<file path="src/rtl/bitonic_sort_sched_if.sv">
// Purpose: stream bundle for bitonic_sort_sched (frame in, sorted frame out, status).
// Latency: none, wiring only.
// Backpressure: in_ready/out_ready follow plain valid-ready rules.
// Ports: in_valid/in_ready/in_data/desc (load side), out_valid/out_ready/out_data/out_last
//        (drain side), busy (status). master = traffic source/sink, slave = sorter.
`timescale 1ns/1ps
interface bitonic_sort_sched_if #(
    parameter int DATA_WIDTH = 8
);
    logic                  in_valid;
    logic                  in_ready;
    logic [DATA_WIDTH-1:0] in_data;
    logic                  desc;
    logic                  out_valid;
    logic                  out_ready;
    logic [DATA_WIDTH-1:0] out_data;
    logic                  out_last;
    logic                  busy;

    modport master (
        output in_valid, in_data, desc, out_ready,
        input  in_ready, out_valid, out_data, out_last, busy
    );

    modport slave (
        input  in_valid, in_data, desc, out_ready,
        output in_ready, out_valid, out_data, out_last, busy
    );
endinterface

</file>
<file path="src/rtl/bitonic_sort_sched.sv">
// Purpose: area-lean bitonic sorter, every compare-exchange serialised through one comparator.
// Latency: first sorted beat 2*C cycles after the last input beat (C = N/2*LOG_N*(LOG_N+1)/2).
// Backpressure: in_ready only in LOAD; output word held while out_ready is low.
// Ports: clk, reset (sync, active-high), bus (bitonic_sort_sched_if.slave).
`timescale 1ns/1ps

// One-cycle registered compare-exchange. POLARITY=0: h=min, l=max; on a tie h=b, l=a.
module bitonic_comp #(
    parameter int W        = 8,
    parameter bit POLARITY = 1'b0
) (
    input  logic         clk,
    input  logic         reset,
    input  logic         valid,
    input  logic [W-1:0] a,
    input  logic [W-1:0] b,
    output logic         done,
    output logic [W-1:0] h,
    output logic [W-1:0] l
);
    logic sel_a;
    assign sel_a = POLARITY ? (a > b) : (a < b);

    always_ff @(posedge clk) begin
        if (reset) begin
            done <= 1'b0;
            h    <= '0;
            l    <= '0;
        end else begin
            done <= valid;
            if (valid) begin
                h <= sel_a ? a : b;
                l <= sel_a ? b : a;
            end
        end
    end
endmodule

module bitonic_sort_sched #(
    parameter int DATA_WIDTH = 8,
    parameter int LOG_N      = 3
) (
    input  logic                  clk,
    input  logic                  reset,
    bitonic_sort_sched_if.slave   bus
);
    localparam int N  = 1 << LOG_N;
    localparam int CW = LOG_N;
    localparam int SW = (LOG_N > 1) ? $clog2(LOG_N) : 1;

    typedef enum logic [1:0] {LOAD, ISSUE, WB, OUT} state_t;

    state_t                state, state_nxt;
    logic [DATA_WIDTH-1:0] mem [N];
    logic [CW-1:0]         lcnt, ocnt, pcnt;
    logic [SW-1:0]         scnt;   // log2(j)
    logic [SW-1:0]         kcnt;   // log2(k)-1
    logic                  desc_q;

    logic                  cmp_vld, cmp_done;
    logic [DATA_WIDTH-1:0] cmp_h, cmp_l;

    logic [CW-1:0]         j_v, k_v, idx_i, idx_l;
    logic                  up, last_p, last_s, last_k, last_beat;

    // Pair indices. Everything fits in CW bits: i < N, and k == N on the last
    // stage truncates to 0, which gives (i & k) == 0 exactly as the full width would.
    always_comb begin
        j_v    = CW'(1) << scnt;
        k_v    = CW'(2) << kcnt;
        idx_i  = (((pcnt >> scnt) << scnt) << 1) | (pcnt & (j_v - CW'(1)));
        idx_l  = idx_i | j_v;
        up     = ((idx_i & k_v) == '0) ^ desc_q;
        last_p = (pcnt == CW'(N / 2 - 1));
        last_s = (scnt == '0);
        last_k = (kcnt == SW'(LOG_N - 1));
    end

    assign last_beat = (ocnt == CW'(N - 1));

    bitonic_comp #(.W(DATA_WIDTH), .POLARITY(1'b0)) u_comp (
        .clk   (clk),
        .reset (reset),
        .valid (cmp_vld),
        .a     (mem[idx_i]),
        .b     (mem[idx_l]),
        .done  (cmp_done),
        .h     (cmp_h),
        .l     (cmp_l)
    );

    always_ff @(posedge clk) begin
        if (reset) state <= LOAD;
        else       state <= state_nxt;
    end

    always_comb begin
        state_nxt    = state;
        bus.in_ready = 1'b0;
        bus.busy     = 1'b0;
        bus.out_valid = 1'b0;
        bus.out_last = 1'b0;
        cmp_vld      = 1'b0;
        case (state)
            LOAD: begin
                bus.in_ready = 1'b1;
                if (bus.in_valid && lcnt == CW'(N - 1)) state_nxt = ISSUE;
            end
            ISSUE: begin
                bus.busy  = 1'b1;
                cmp_vld   = 1'b1;
                state_nxt = WB;
            end
            WB: begin
                bus.busy  = 1'b1;
                state_nxt = (last_p && last_s && last_k) ? OUT : ISSUE;
            end
            OUT: begin
                bus.busy      = 1'b1;
                bus.out_valid = 1'b1;
                bus.out_last  = last_beat;
                if (bus.out_ready && last_beat) state_nxt = LOAD;
            end
            default: state_nxt = LOAD;
        endcase
    end

    assign bus.out_data = mem[ocnt];

    always_ff @(posedge clk) begin
        if (reset) begin
            for (int n = 0; n < N; n++) mem[n] <= '0;
            lcnt   <= '0;
            ocnt   <= '0;
            pcnt   <= '0;
            scnt   <= '0;
            kcnt   <= '0;
            desc_q <= 1'b0;
        end else begin
            if (state == LOAD && bus.in_valid) begin
                mem[lcnt] <= bus.in_data;
                if (lcnt == '0) desc_q <= bus.desc;
                lcnt <= (lcnt == CW'(N - 1)) ? '0 : lcnt + 1'b1;
            end
            if (state == WB && cmp_done) begin
                mem[idx_i] <= up ? cmp_h : cmp_l;
                mem[idx_l] <= up ? cmp_l : cmp_h;
                // p fastest, then j (descending), then k; new stage starts at j = k/2.
                if (!last_p) begin
                    pcnt <= pcnt + 1'b1;
                end else begin
                    pcnt <= '0;
                    if (!last_s) begin
                        scnt <= scnt - 1'b1;
                    end else if (!last_k) begin
                        kcnt <= kcnt + 1'b1;
                        scnt <= kcnt + 1'b1;
                    end else begin
                        kcnt <= '0;
                        scnt <= '0;
                    end
                end
            end
            if (state == OUT && bus.out_ready)
                ocnt <= last_beat ? '0 : ocnt + 1'b1;
        end
    end
endmodule

</file>
<file path="src/flat_wrapper.sv">
// flat-port wrapper written by rule: the top's interface ports become plain ports
module bitonic_sort_sched_flat 
#(
    parameter int DATA_WIDTH = 8,
    parameter int LOG_N      = 3
)
  (clk, reset, bus_in_valid, bus_in_data, bus_desc, bus_out_ready, bus_in_ready, bus_out_valid, bus_out_data, bus_out_last, bus_busy);
  bitonic_sort_sched_if #(.DATA_WIDTH(DATA_WIDTH)) bus_i ();
  input  logic clk;
  input  logic reset;
  input wire logic [$bits(bus_i.in_valid)-1:0] bus_in_valid;
  input wire logic [$bits(bus_i.in_data)-1:0] bus_in_data;
  input wire logic [$bits(bus_i.desc)-1:0] bus_desc;
  input wire logic [$bits(bus_i.out_ready)-1:0] bus_out_ready;
  output wire logic [$bits(bus_i.in_ready)-1:0] bus_in_ready;
  output wire logic [$bits(bus_i.out_valid)-1:0] bus_out_valid;
  output wire logic [$bits(bus_i.out_data)-1:0] bus_out_data;
  output wire logic [$bits(bus_i.out_last)-1:0] bus_out_last;
  output wire logic [$bits(bus_i.busy)-1:0] bus_busy;
  assign bus_i.in_valid = bus_in_valid;
  assign bus_i.in_data = bus_in_data;
  assign bus_i.desc = bus_desc;
  assign bus_i.out_ready = bus_out_ready;
  assign bus_in_ready = bus_i.in_ready;
  assign bus_out_valid = bus_i.out_valid;
  assign bus_out_data = bus_i.out_data;
  assign bus_out_last = bus_i.out_last;
  assign bus_busy = bus_i.busy;
  bitonic_sort_sched #(.DATA_WIDTH(DATA_WIDTH), .LOG_N(LOG_N)) u_core (.clk(clk), .reset(reset), .bus(bus_i));
endmodule
</file>
<file path="config.mk">
export PLATFORM = sky130hd
export DESIGN_NAME = bitonic_sort_sched_flat
export DESIGN_NICKNAME = d
export VERILOG_FILES = /design/src/rtl/bitonic_sort_sched_if.sv /design/src/rtl/bitonic_sort_sched.sv /design/src/flat_wrapper.sv
export SDC_FILE = /design/constraint.sdc
export NUM_CORES = 1
export LEC_CHECK = 0
export CAP_MARGIN = 5
export CELL_PAD_IN_SITES_DETAIL_PLACEMENT = 2
export CELL_PAD_IN_SITES_GLOBAL_PLACEMENT = 2
export CORE_AREA = 5 5 158 115
export DETAILED_ROUTE_END_ITERATION = 10
export DIE_AREA = 0 0 163 120
export GPL_ROUTABILITY_DRIVEN = 0
export PLACE_DENSITY = 0.78
export SYNTH_ARGS = -nofsm -noshare
export SYNTH_HDL_FRONTEND = slang
export SYNTH_SLANG_ARGS = --single-unit
</file>
<file path="constraint.sdc">
create_clock -name clk -period 4.9 [get_ports clk]
set_input_delay 0.735 -clock clk [delete_from_list [all_inputs] [get_ports clk]]
set_output_delay 0.735 -clock clk [all_outputs]
set_load 0.005 [all_outputs]
</file>
; ---- Yosys cells after proc, flatten, opt, wreduce, memory -nomap -nowiden
; Memory sizes are Yosys's and may differ from the RTL's. A register that Yosys moved wholly into a read port is not among the register bits.
; Cells that the tools add are included.
[op_classes]
n_bitwise = 5
n_mux = 37
reduce_logical = 19
addsub = 6
eq_ne = 9
n_lt_le_gt_ge = 1
shifts = 4
[op_table]
columns = op, count
row1 = 8-bit 2-to-1 mux, 7
row2 = 3-bit 2-to-1 mux, 8
row3 = 8-bit OR reduction, 3
row4 = 1-bit 2-to-1 mux, 16
row5 = 2-bit 2-to-1 mux, 5
row6 = 3-bit by 1-bit adder with 3-bit output (second input constant), 3
row7 = 8-bit < comparator, 1
row8 = 2-bit case mux with 4 select lines, 1
row9 = 1-bit logical AND, 7
row10 = 3-bit AND, 2
row11 = 2-bit equality test (second input constant), 3
row12 = 3-bit equality test (second input constant), 2
row13 = 3-bit logical NOT, 2
row14 = 3-bit OR, 2
row15 = 2-bit AND reduction, 3
row16 = 2-bit logical NOT, 2
row17 = 2-bit by 1-bit inequality test with 1-bit output (second input constant), 2
row18 = 3-bit by 2-bit equality test with 1-bit output (second input constant), 1
row19 = 3-bit AND reduction, 1
row20 = 3-bit OR reduction, 1
row21 = 1-bit by 2-bit << shifter with 3-bit output (first input constant), 1
row22 = 2-bit by 2-bit << shifter with 3-bit output (first input constant), 1
row23 = 3-bit by 2-bit << shifter with 2-bit output, 1
row24 = 3-bit by 2-bit >> shifter with 3-bit output, 1
row25 = 5 further kinds, 5
[word_totals]
elab_cells = 92
mem_count = 1
register_bits = 33
inputBits = 13
ram_bits = 64
output_inout_bits = 12
[memory_table]
columns = memory, depth, word_bits, read_ports, rd_ports_with_merged_regs, write_ports, line_no
row1 = u_core.mem, 8, 8, 3, 1, 8, bitonic_sort_sched.sv:54  ; logic [DATA_WIDTH-1:0] mem [N];

; ---- Longest topological paths before layout
; Gate-level depths: netlist of run 1.
[logic_depth]
ltp_word = 9
mapped_depth = 18

; ---- Modules after synthesis
; From an unflattened synthesis of run 1, not the netlist that was laid out.
[unflattened]
cells_unflattened = 755
hier_area_um2 = 6734.0
[by_module_without_submodules]
columns = module, cells_per_inst, seq_area_each_um2, n_inst, area_each_um2
row1 = bitonic_sort_sched, 636, 2302.2, 1, 5622.9
row2 = bitonic_comp, 119, 340.3, 1, 1111.1

; ---- Worst setup path after synthesis of run 1
; No wires, ideal clock.
[synth_path]
kind = register -> register
start = reg u_core.scnt[1]
end = reg u_core.u_comp.h[0]
setup_ns = 0.117
arrival_time_ns = 3.369
path_stages_with_launch = 16
synth_period_minus_slack_ns = 3.487
slack_ns = 1.413
cell_sequence = dfxtp_1 -> buf_6 -> buf_2 -> o21ai_2 -> buf_4 -> mux2_1 -> mux4_2 -> ha_1 -> a21oi_1 -> nor2b_1 -> o21ai_0 -> o211ai_1 -> inv_1 -> clkbuf_1 -> nand2_1 -> a32o_1
[synth_between]
elab_chain_cells = 8
[synth_rtl]
columns = element, line_no
row1 = from (decl), bitonic_sort_sched.sv:56  ; logic [SW-1:0] scnt;
row2 = from (signal assigned), bitonic_sort_sched.sv:154  ; scnt <= scnt - 1'b1;
row3 = from (signal assigned), bitonic_sort_sched.sv:157  ; scnt <= kcnt + 1'b1;
row4 = 1-bit by 2-bit << shifter with 3-bit output, bitonic_sort_sched.sv:69  ; j_v = CW'(1) << scnt;
row5 = 3-bit by 1-bit subtractor with 3-bit output, bitonic_sort_sched.sv:71  ; idx_i = (((pcnt >> scnt) << scnt) << 1) | (pcnt & (j_v - CW'(1)));
row6 = 3-bit AND, bitonic_sort_sched.sv:71
row7 = 3-bit OR, bitonic_sort_sched.sv:71
row8 = 3-bit OR, bitonic_sort_sched.sv:72  ; idx_l = idx_i | j_v;
row9 = memory 8 x 8 bit *, n/a
row10 = 8-bit < comparator, bitonic_sort_sched.sv:22  ; assign sel_a = POLARITY ? (a > b) : (a < b);
row11 = 8-bit 2-to-1 mux *, bitonic_sort_sched.sv:32  ; h <= sel_a ? a : b;
row12 = to (signal assigned), bitonic_sort_sched.sv:32
row13 = to (decl), bitonic_sort_sched.sv:18  ; output logic [W-1:0] h,
; Every way passes the cells marked *; elsewhere a longest branch is shown, timed or not.
; A chain may end at the register's enable or synchronous reset.

; ---- Worst setup path in the final report of run 1
[layout_path]
start = reg u_core.scnt[1]
end = reg u_core.u_comp.l[6]
[layout_between]
elab_chain_cells = 8
[layout_rtl]
columns = element, line_no
row1 = 1-bit by 2-bit << shifter with 3-bit output, bitonic_sort_sched.sv:69
row2 = 3-bit by 1-bit subtractor with 3-bit output, bitonic_sort_sched.sv:71
row3 = 3-bit AND, bitonic_sort_sched.sv:71
row4 = 3-bit OR, bitonic_sort_sched.sv:71
row5 = 3-bit OR, bitonic_sort_sched.sv:72
row6 = memory 8 x 8 bit *, n/a
row7 = 8-bit < comparator, bitonic_sort_sched.sv:22
row8 = 8-bit 2-to-1 mux *, bitonic_sort_sched.sv:33  ; l <= sel_a ? b : a;
row9 = to (signal assigned), bitonic_sort_sched.sv:33
row10 = to (decl), bitonic_sort_sched.sv:19  ; output logic [W-1:0] l
; Marked as above.

==> results_dict.tcl, run 1 <==
set metrics [dict create \
    synth-seq-cells 100 \
    die_height_um 120 \
    fin_cells 924 \
    intPower_mw 1.422 \
    clkPwrFrac_pct 39.5 \
    ys.flop_type "edfxtp_1" \
    crit_arrival_ps 4610 \
    power_frac_comb_pct 12.1 \
    worstMarginPinSlew_ps 1152 \
    drtPass1Iterations 5 \
    synth_xor_area_share_pct 0.2454 \
    crit_chain "nor3b_2 -> a21oi_2 -> mux4_2 -> ha_1 -> a21oi_1 -> nor2b_1 -> o21ai_0 -> o211ai_1 -> inv_1 -> nand3_1 -> o221ai_1" \
    fp-row-count 40 \
    syn_inst 669 \
    fin_setup_tns_ps 0 \
    skew_ps 10.40 \
    first_iter_violations 725 \
    clock_latency_ps 370 \
    fin_crit_sh_pct 88.41 \
    clk_pin_slew_worst_paths_ps 80 \
    cp_max_fo 18 \
    cp.required_ps 5180 \
    vias_per_cell 6.793 \
    busiest_layer "met2" \
    synth.cell_area_mm2 0.006628 \
    power.share.sequential_pct 48.4 \
    synth_nets 695 \
    cap_violations 0 \
    synth.area.top_cells "edfxtp_1, dfxtp_1, mux4_2" \
    synth_compound_area_share_pct 21.80 \
    critical_path_class "flip-flop to flip-flop" \
    dieWidth_um 163 \
    avgSynthCellArea_um2 9.907 \
    yosysTopAreaCell "edfxtp_1" \
    max-vdd-ir-drop_v 0.0001482 \
    clock-sinks 100 \
    grt_pass1_vias 6651 \
    rsz0062_at_grt "no" \
    ctsRootBufferMaster "clkbuf_16" \
    cp_slowest_stage_delay_ps 770 \
    yosysMostFrequentCell "nand2_1" \
    place_hpwl_um 20480 \
    use_met3_pct 8.514 \
    hold_buffers 0 \
    synth_top_family_by_area "compound AO/OA/AOI/OAI gates" \
    pre_cts_ws_ps 675.1 \
    remaining_drc_errors 0 \
    synthMuxAreaShare_pct 14.35 \
    hp-class "flip-flop to flip-flop" \
    ys_top_cells_by_count "nand2_1, edfxtp_1, nand3_1" \
    slew_viol_final 0 \
    period_needed_ps 4332 \
    yosysTopAreaCellShare_pct 29.00 \
    crit_family "compound AO/OA/AOI/OAI gates" \
    antenna_found_initial 0 \
    placed_cells 908 \
    hold_violations 0 \
    clockBufferDepth 2 \
    synthToLayoutAreaGrowth_pct 12.78 \
    synthSimpleGateAreaFrac_pct 16.88 \
    finalSetupViolations 0 \
    vias 6277 \
    grt_use_total_pct 29.55 \
    status "complete, no violations" \
    synth_edf_count 64 \
    antenna_cells 0 \
    power_density_mw_per_mm2 262.7 \
    synth_cell_types 65 \
    max_freq_mhz 230.8 \
    cts_tree "yes" \
    htree_levels 3 \
    crit_buf_inv 1 \
    grt_max_degree 28 \
    cp_slowest_cell "dfxtp_1" \
    met1_usage_pct 38.83 \
    die-area_mm2 0.01956 \
    initial_utilization_pct 39.89 \
    endpoint_kind "flip-flop" \
    total_leakage_power_nw 2.563 \
    grt_pass1_wl_um 42600 \
    drive_above_1_share_pct 15.73 \
    swShare_pct 27.60 \
    io_buffers 24 \
    fin_nets 714 \
    pin_count 25 \
    synth-adder-area-share_pct 2.454 \
    overflow 0 \
    nFillCells 1788 \
    wirelength_um 28840 \
    fin_ws_ps 567.8 \
    cts_setup_buffers 0 \
    startpoint_type "flip-flop" \
    seq_area_frac_synth_pct 39.87 \
    cts_buffers 9 \
    coreArea_mm2 0.01662 \
    holdWs_ps 509.5 \
    relSlewSlack_pct 23.02 \
    yosys_warnings 0 \
    post_dp_cell_area_mm2 0.007167 \
    wl_per_cell_um 31.21 \
    ant_nets 0 \
    cts_resized 0 \
    async_reset_ff_share_pct 0 \
    use_met2_pct 45.93 \
    switchingPower_mw 0.5419 \
    stdcell_area_mm2 0.007475 \
]
==> final cells by class <==
class	instances	area (µm²)	share of cell area, %
Clock inverter	7	82.58	1.105
Tap cell	231	289.0	3.867
Inverter	18	67.56	0.9039
Sequential cell	100	2643	35.35
Timing Repair Buffer	52	462.9	6.194
Clock buffer	9	225.2	3.013
Multi-Input combinational cell	507	3705	49.56
==> per-stage QoR <==
stage | power, mW | utilization (%)
3_3_place_gp | 1.183 | 43.13
2_1_floorplan | 1.097 | -
3_5_place_dp | 1.198 | 43.13
5_1_grt | 2.020 | 44.98
4_1_cts | 1.965 | 44.98
6_report | 1.964 | 44.98
==> final timing paths <==
path,from,end,slack (ps),cells after the start
worst max-delay path,u_core.scnt[1],u_core.u_comp.l[6],570,11
worst min-delay path,u_core.lcnt[1],u_core.lcnt[1],510,2
worst max register to register,u_core.scnt[1],u_core.u_comp.l[6],570,11
worst min register to register,u_core.lcnt[1],u_core.lcnt[1],510,2
==> power by group through the flow <==
stage	logic [mW]	registers, mW	clock network, mW
2_1_floorplan	0.143	0.954	0
3_3_place_gp	0.219	0.964	0
3_5_place_dp	0.230	0.968	0
4_1_cts	0.233	0.949	0.783
5_1_grt	0.252	0.952	0.816
6_report	0.238	0.951	0.775
==> registers in the layout (all words and copies together) (netlist names), named ones only <==
| register | flops |
|---|---|
| u_core.u_comp.l | 8 |
| u_core.pcnt | 3 |
| u_core.mem | 64 |
| u_core.lcnt | 3 |
| u_core.scnt | 2 |
| u_core.desc_q | 1 |
| u_core.ocnt | 3 |
| u_core.state | 2 |
| u_core.kcnt | 2 |
| u_core.u_comp.h | 8 |
| u_core.u_comp.done | 1 |
==> worst min-delay path: stages (launching register included) <==
cell	delay (ps)
dfxtp_1	340
nand2_1	60
a21oi_1	60
==> routing by layer <==
| metal | vias to the layer above | share of wire [%] |
|---|---|---|
| met3 | 60 | 8.7 |
| met1 | 3241 | 43 |
| li1 | 2657 | - |
| met5 | - | 0 |
| met2 | 319 | 46 |
| met4 | 0 | 3.2 |
==> logic make-up (layout without fill, tap and decap cells) <==
family                   Yosys count  count (layout)
flip-flops                       100             100
buffers and inverters             62              86
XOR/XNOR                           1               1
adder cells (fa/ha/maj)           13              13
AO/OA/AOI/OAI                    195             195
multiplexers                      61              61
AND/OR/NAND/NOR                  237             237
==> layout by cell type (no fill, tap or decap), types with 10 or more instances in the layout <==
cell,n
mux4_2,20
o22ai_1,32
dfxtp_1,36
ha_1,13
nor2b_1,12
o21ai_0,29
mux2_2,17
o211ai_1,15
o32ai_1,35
clkdlybuf4s50_1,24
nand2_1,82
a21o_1,10
a21oi_1,19
inv_1,17
nor2_1,42
nand3_1,59
edfxtp_1,64
buf_4,27
mux2i_1,13
No activity file was read; power rests on OpenSTA's default activity.
==> run 2, diff against run 1 <==
--- a/config.mk
+++ b/config.mk
@@ -12,6 +12,7 @@
 export DETAILED_ROUTE_END_ITERATION = 10
 export DIE_AREA = 0 0 163 120
 export GPL_ROUTABILITY_DRIVEN = 0
+export GPL_TIMING_DRIVEN = 0
 export PLACE_DENSITY = 0.78
 export SYNTH_ARGS = -nofsm -noshare
 export SYNTH_HDL_FRONTEND = slang
==> constraint.sdc (replaced) <==
create_clock -name clk -period 4.7 [get_ports clk]
set_input_delay 0.705 -clock clk [delete_from_list [all_inputs] [get_ports clk]]
set_output_delay 0.705 -clock clk [all_outputs]
set_load 0.005 [all_outputs]
==> results_dict.tcl, run 2 (synthesized netlist as in run 1, its figures left out) <==
set metrics [dict create \
    status "complete, no violations" \
    ctsRootBufferMaster "clkbuf_16" \
    post_dp_cell_area_mm2 0.007154 \
    cts_buffers 9 \
    cp.required_ps 4970 \
    hold_buffers 0 \
    io_buffers 23 \
    startpoint_type "flip-flop" \
    postLayoutCoreUtil_pct 45.47 \
    placed_cells 924 \
    place_hpwl_um 20710 \
    first_iter_violations 745 \
    synthToLayoutAreaGrowth_pct 14.01 \
    r2r_cells 15 \
    vias 6371 \
    total_leakage_power_nw 2.584 \
    crit_arrival_ps 4690 \
    stdcell_area_mm2 0.007556 \
    grt_pass1_wl_um 43370 \
    skew_ps 6.663 \
    hold_violations 0 \
    slew_viol_final 0 \
    whs_path_depth 2 \
    multi_input_comb_area_mm2 0.003704 \
    cp_max_fo 10 \
    fin_cells 944 \
    fin_nets 734 \
    cap_violations 0 \
    antenna_found_initial 0 \
    max_freq_mhz 226.1 \
    endpoint_kind "flip-flop" \
    fin_setup_tns_ps 0 \
    dieWidth_um 163 \
    drtPass1Iterations 5 \
    largest_register "u_core.mem" \
    hp-class "flip-flop to flip-flop" \
    largest_reg_flops 64 \
    overflow 0 \
    period_needed_ps 4422 \
    crit_path_frequent_cell "buf_2" \
    wirelength_um 29180 \
    remaining_drc_errors 0 \
    power_density_mw_per_mm2 282.4 \
    grt_use_total_pct 30.00 \
    antenna_cells 0 \
    wl_per_cell_um 30.91 \
    grt_pass1_vias 6808 \
    htree_levels 3 \
    grt_max_degree 18 \
    fp-row-count 40 \
    top_regs "u_core.mem x64, u_core.u_comp.h x8, u_core.u_comp.l x8" \
    pin_count 25 \
    crit_chain "buf_6 -> buf_2 -> o21a_1 -> buf_2 -> clkbuf_1 -> nand3_1 -> o211ai_1 -> o21ai_1 -> ha_1 -> o21a_1 -> o211ai_1 -> a21o_1 -> buf_2 -> nand3_1 -> o221ai_1" \
    relSlewSlack_pct 18.91 \
    critical_path_class "flip-flop to flip-flop" \
    finalSetupViolations 0 \
    die_height_um 120 \
    max-vdd-ir-drop_v 0.0002351 \
    vias_per_cell 6.749 \
    fin_crit_sh_pct 94.09 \
    clock_latency_ps 360 \
    cp_slowest_cell "clkbuf_1" \
    final_cell_mix "nand2_1, edfxtp_1, nand3_1" \
    rsz0062_at_grt "no" \
    ant_nets 0 \
    drive_above_1_share_pct 15.29 \
    die-area_mm2 0.01956 \
    clk_pin_slew_worst_paths_ps 70 \
    initial_utilization_pct 39.89 \
    ff2ff_setup_slack_ps 280 \
    clockBufferDepth 2 \
    clock-sinks 100 \
    cts_tree "yes" \
    seqCellArea_mm2 0.002643 \
    coreArea_mm2 0.01662 \
    worstMarginPinSlew_ps 1211 \
    nFillCells 1778 \
    layout_commonest_cell "nand2_1" \
    cp_slowest_stage_delay_ps 440 \
]
-- run 2: per-layer routing --
layer	track usage, %	vias up	routed length [µm]
li1	-	2705	-
met1	39.33	3208	11740
met2	45.83	376	12980
met3	10.26	82	3442
met4	11.42	0	1016
met5	0	-	0
-- run 2: final cells by class --
| cell class | instances | area share (%) |
|---|---|---|
| buffer | 43 | 2.931 |
| timing repair buffer | 29 | 3.742 |
| sequential | 100 | 34.97 |
| clock inverter | 6 | 1.590 |
| clock buffer | 10 | 3.030 |
| multi-input combinational | 507 | 49.01 |
| tap | 231 | 3.825 |
| inverter | 18 | 0.8942 |
-- run 2: worst paths after layout --
check / startpoint / to
setup reg to reg: u_core.scnt[1] / u_core.u_comp.l[2]
hold / removal: u_core.lcnt[1] / u_core.lcnt[1]
setup / recovery: u_core.scnt[1] / u_core.u_comp.l[2]
hold reg to reg: u_core.lcnt[1] / u_core.lcnt[1]
-- run 2: timing repair --
item	in CTS	in global routing
gates resized for setup	4	2
setup endpoints to repair	14	15
setup buffers	0	3
pin swaps	0	1
-- run 2: through the flow --
| stage | hold WS [ps] | setup WS (ps) | power, mW |
|---|---|---|---|
| after floorplan | 466.1 | 1213 | 1.144 |
| after global placement | 501.8 | 132.1 | 1.232 |
| after detailed placement | 521.6 | -111.5 | 1.248 |
| after CTS | 540.6 | 148.1 | 2.121 |
| after global routing | 561.6 | 63.00 | 2.207 |
| final | 540.6 | 277.7 | 2.134 |
-- run 2: critical path, delay by kind of cell, from the launching register on --
family                   cells  cell delay (ps)
adder cells (fa/ha/maj)      1              390
buffers and inverters        5             1510
flip-flops                   1              340
AND/OR/NAND/NOR              2              350
AO/OA/AOI/OAI                7             1740
-- run 2: power by group --
part           leakage [nW]  total [mW]  internal, mW  switching [mW]
Combinational          1.46       0.257         0.101           0.156
Sequential            0.956       0.989         0.962          0.0269
Clock                 0.167       0.888         0.529           0.359
==> run 3, diff against run 2 <==
--- a/config.mk
+++ b/config.mk
@@ -13,7 +13,7 @@
 export DIE_AREA = 0 0 163 120
 export GPL_ROUTABILITY_DRIVEN = 0
 export GPL_TIMING_DRIVEN = 0
-export PLACE_DENSITY = 0.78
+export PLACE_DENSITY = 0.8
 export SYNTH_ARGS = -nofsm -noshare
 export SYNTH_HDL_FRONTEND = slang
 export SYNTH_SLANG_ARGS = --single-unit
==> results_dict.tcl, run 3 (synthesized netlist as in run 1, its figures left out) <==
set metrics [dict create \
    io_buffers 23 \
    seqCellArea_mm2 0.002643 \
    crit_arrival_ps 4720 \
    largest_reg_flops 64 \
    reg2reg_from "u_core.scnt[1]" \
    intPower_mw 1.484 \
    remaining_drc_errors 0 \
    final_cell_mix "nand2_1, edfxtp_1, nand3_1" \
    hold_violations 0 \
    post_dp_cell_area_mm2 0.007154 \
    cap_violations 0 \
    hold_start "u_core.u_comp.l[0]" \
    power_frac_comb_pct 12.1 \
    synthToLayoutAreaGrowth_pct 13.14 \
    pre_cts_ws_ps -90.26 \
    cts_setup_buffers 0 \
    swShare_pct 27.83 \
    slew_viol_final 0 \
    clock_latency_ps 370 \
    clockBufferDepth 2 \
    die_height_um 120 \
    antenna_cells 0 \
    multi_input_comb_area_mm2 0.003710 \
    grt_max_degree 20 \
    r2r-end "u_core.u_comp.l[2]" \
    wl_per_cell_um 30.29 \
    dr_wl_met2_um 12560 \
    placed_cells 924 \
    max_freq_mhz 225.2 \
    wl_met3_um 2919 \
    initial_utilization_pct 39.89 \
    startpoint_type "flip-flop" \
    holdPathEnd "u_core.u_comp.l[0]" \
    antenna_found_initial 0 \
    pin_count 25 \
    grt_pass1_wl_um 42240 \
    cts_tree "yes" \
    grt_use_total_pct 29.19 \
    fin_ws_ps 259.7 \
    topRoutingLayerUsed "met4" \
    layout_commonest_cell "nand2_1" \
    fin_cells 941 \
    clkPwrFrac_pct 39.8 \
    place_hpwl_um 20270 \
    ant_nets 0 \
    skew_ps 14.43 \
    rsz0062_at_grt "no" \
    period_needed_ps 4440 \
    fin_crit_sh_pct 94.47 \
    largest_register "u_core.mem" \
    hold_buffers 0 \
    ff2ff_setup_slack_ps 260 \
    overflow 0 \
    stdcell_area_mm2 0.007498 \
    power.share.sequential_pct 48.1 \
    ctsRootBufferMaster "clkbuf_16" \
    fin_nets 731 \
    first_iter_violations 674 \
    cp_max_fo 10 \
    power_density_mw_per_mm2 274.2 \
    die-area_mm2 0.01956 \
    whs_path_depth 1 \
    wirelength_um 28500 \
    clock-sinks 100 \
    switchingPower_mw 0.5723 \
    drive_above_1_share_pct 15.07 \
    vias_per_cell 6.790 \
    nFillCells 1789 \
    vias 6389 \
    startpoint "u_core.scnt[1]" \
    critical_path_class "flip-flop to flip-flop" \
    dieWidth_um 163 \
    drt-met1-wl_um 12080 \
    htree_levels 3 \
    drtPass1Iterations 5 \
    fp-row-count 40 \
    cts_buffers 9 \
    clk_pin_slew_worst_paths_ps 80 \
    max-vdd-ir-drop_v 0.0002241 \
    cp.required_ps 4980 \
    r2r_cells 16 \
    fin_setup_tns_ps 0 \
    coreArea_mm2 0.01662 \
    relSlewSlack_pct 4.520 \
    power_mw 2.056 \
    top_regs "u_core.mem x64, u_core.u_comp.h x8, u_core.u_comp.l x8" \
    worstMarginPinSlew_ps 1426 \
    finalSetupViolations 0 \
    grt_pass1_vias 6627 \
    status "complete, no violations" \
    endpoint_kind "flip-flop" \
    hp-class "flip-flop to flip-flop" \
    total_leakage_power_nw 2.554 \
]
## run 3: cell count changes in the layout (fill, tap and decap cells not counted), sizes merged
cell    delta
inv        +2
clkinv     +1
buf        -4
bufinv     -2
## run 3: critical path: stages (launching register included)
cell and delay, ps:
dfxtp_1 320, buf_6 130, buf_2 190, o21ai_4 310, buf_4 320, buf_2 350, mux2_2 380, o211ai_1 200
o21ai_1 220, ha_1 390, nor2b_1 130, o21ai_0 140, o211ai_1 280, inv_1 270, clkbuf_2 290, nand3_1 180
o221ai_1 210
## run 3: power by group through the flow
| stage | registers (mW) | logic (mW) | clock network, mW |
|---|---|---|---|
| after floorplan | 0.995 | 0.149 | 0 |
| after global placement | 1.00 | 0.227 | 0 |
| after detailed placement | 1.01 | 0.240 | 0 |
| after CTS | 0.988 | 0.242 | 0.816 |
| after global routing | 0.993 | 0.264 | 0.854 |
| final | 0.990 | 0.248 | 0.818 |
## run 3: area by class of cell
class	count	area share, %
multi-input combinational	507	49.47
clock inverter	7	1.218
inverter	18	0.9011
clock buffer	9	3.004
buffer	44	3.037
tap	231	3.854
sequential	100	35.24
timing repair buffer	25	3.270
## run 3: metal layers
| metal | global-route usage, % | vias up |
|---|---|---|
| met3 | 8.823 | 78 |
| met1 | 39.72 | 3256 |
| met2 | 44.30 | 363 |
| met4 | 9.953 | 0 |
| met5 | 0 | - |
| li1 | - | 2692 |
## run 3: metrics by stage
stage          hold slack, ps  utilization (%)
2_1_floorplan           466.1                -
3_3_place_gp            503.6            43.01
3_5_place_dp            514.0            43.06
4_1_cts                 537.9            44.97
5_1_grt                 551.7            45.13
6_report                533.1            45.13
## run 3: how the worst max path moves through the flow
stage	endpoint	slack [ps]	cells after the start
2_1_floorplan	u_core.u_comp.h[0]	1210	15
3_3_place_gp	u_core.u_comp.l[4]	170	16
3_5_place_dp	u_core.u_comp.l[4]	-90	16
4_1_cts	u_core.u_comp.h[0]	150	16
5_1_grt	u_core.u_comp.l[2]	9	17
6_report	u_core.u_comp.l[2]	260	16
## run 3: repair_timing
action / in CTS / in global routing
endpoints found under the hold margin: 0 / 0
gates cloned: 0 / 0
setup endpoints to repair: 6 / 13
resized for setup: 2 / 8
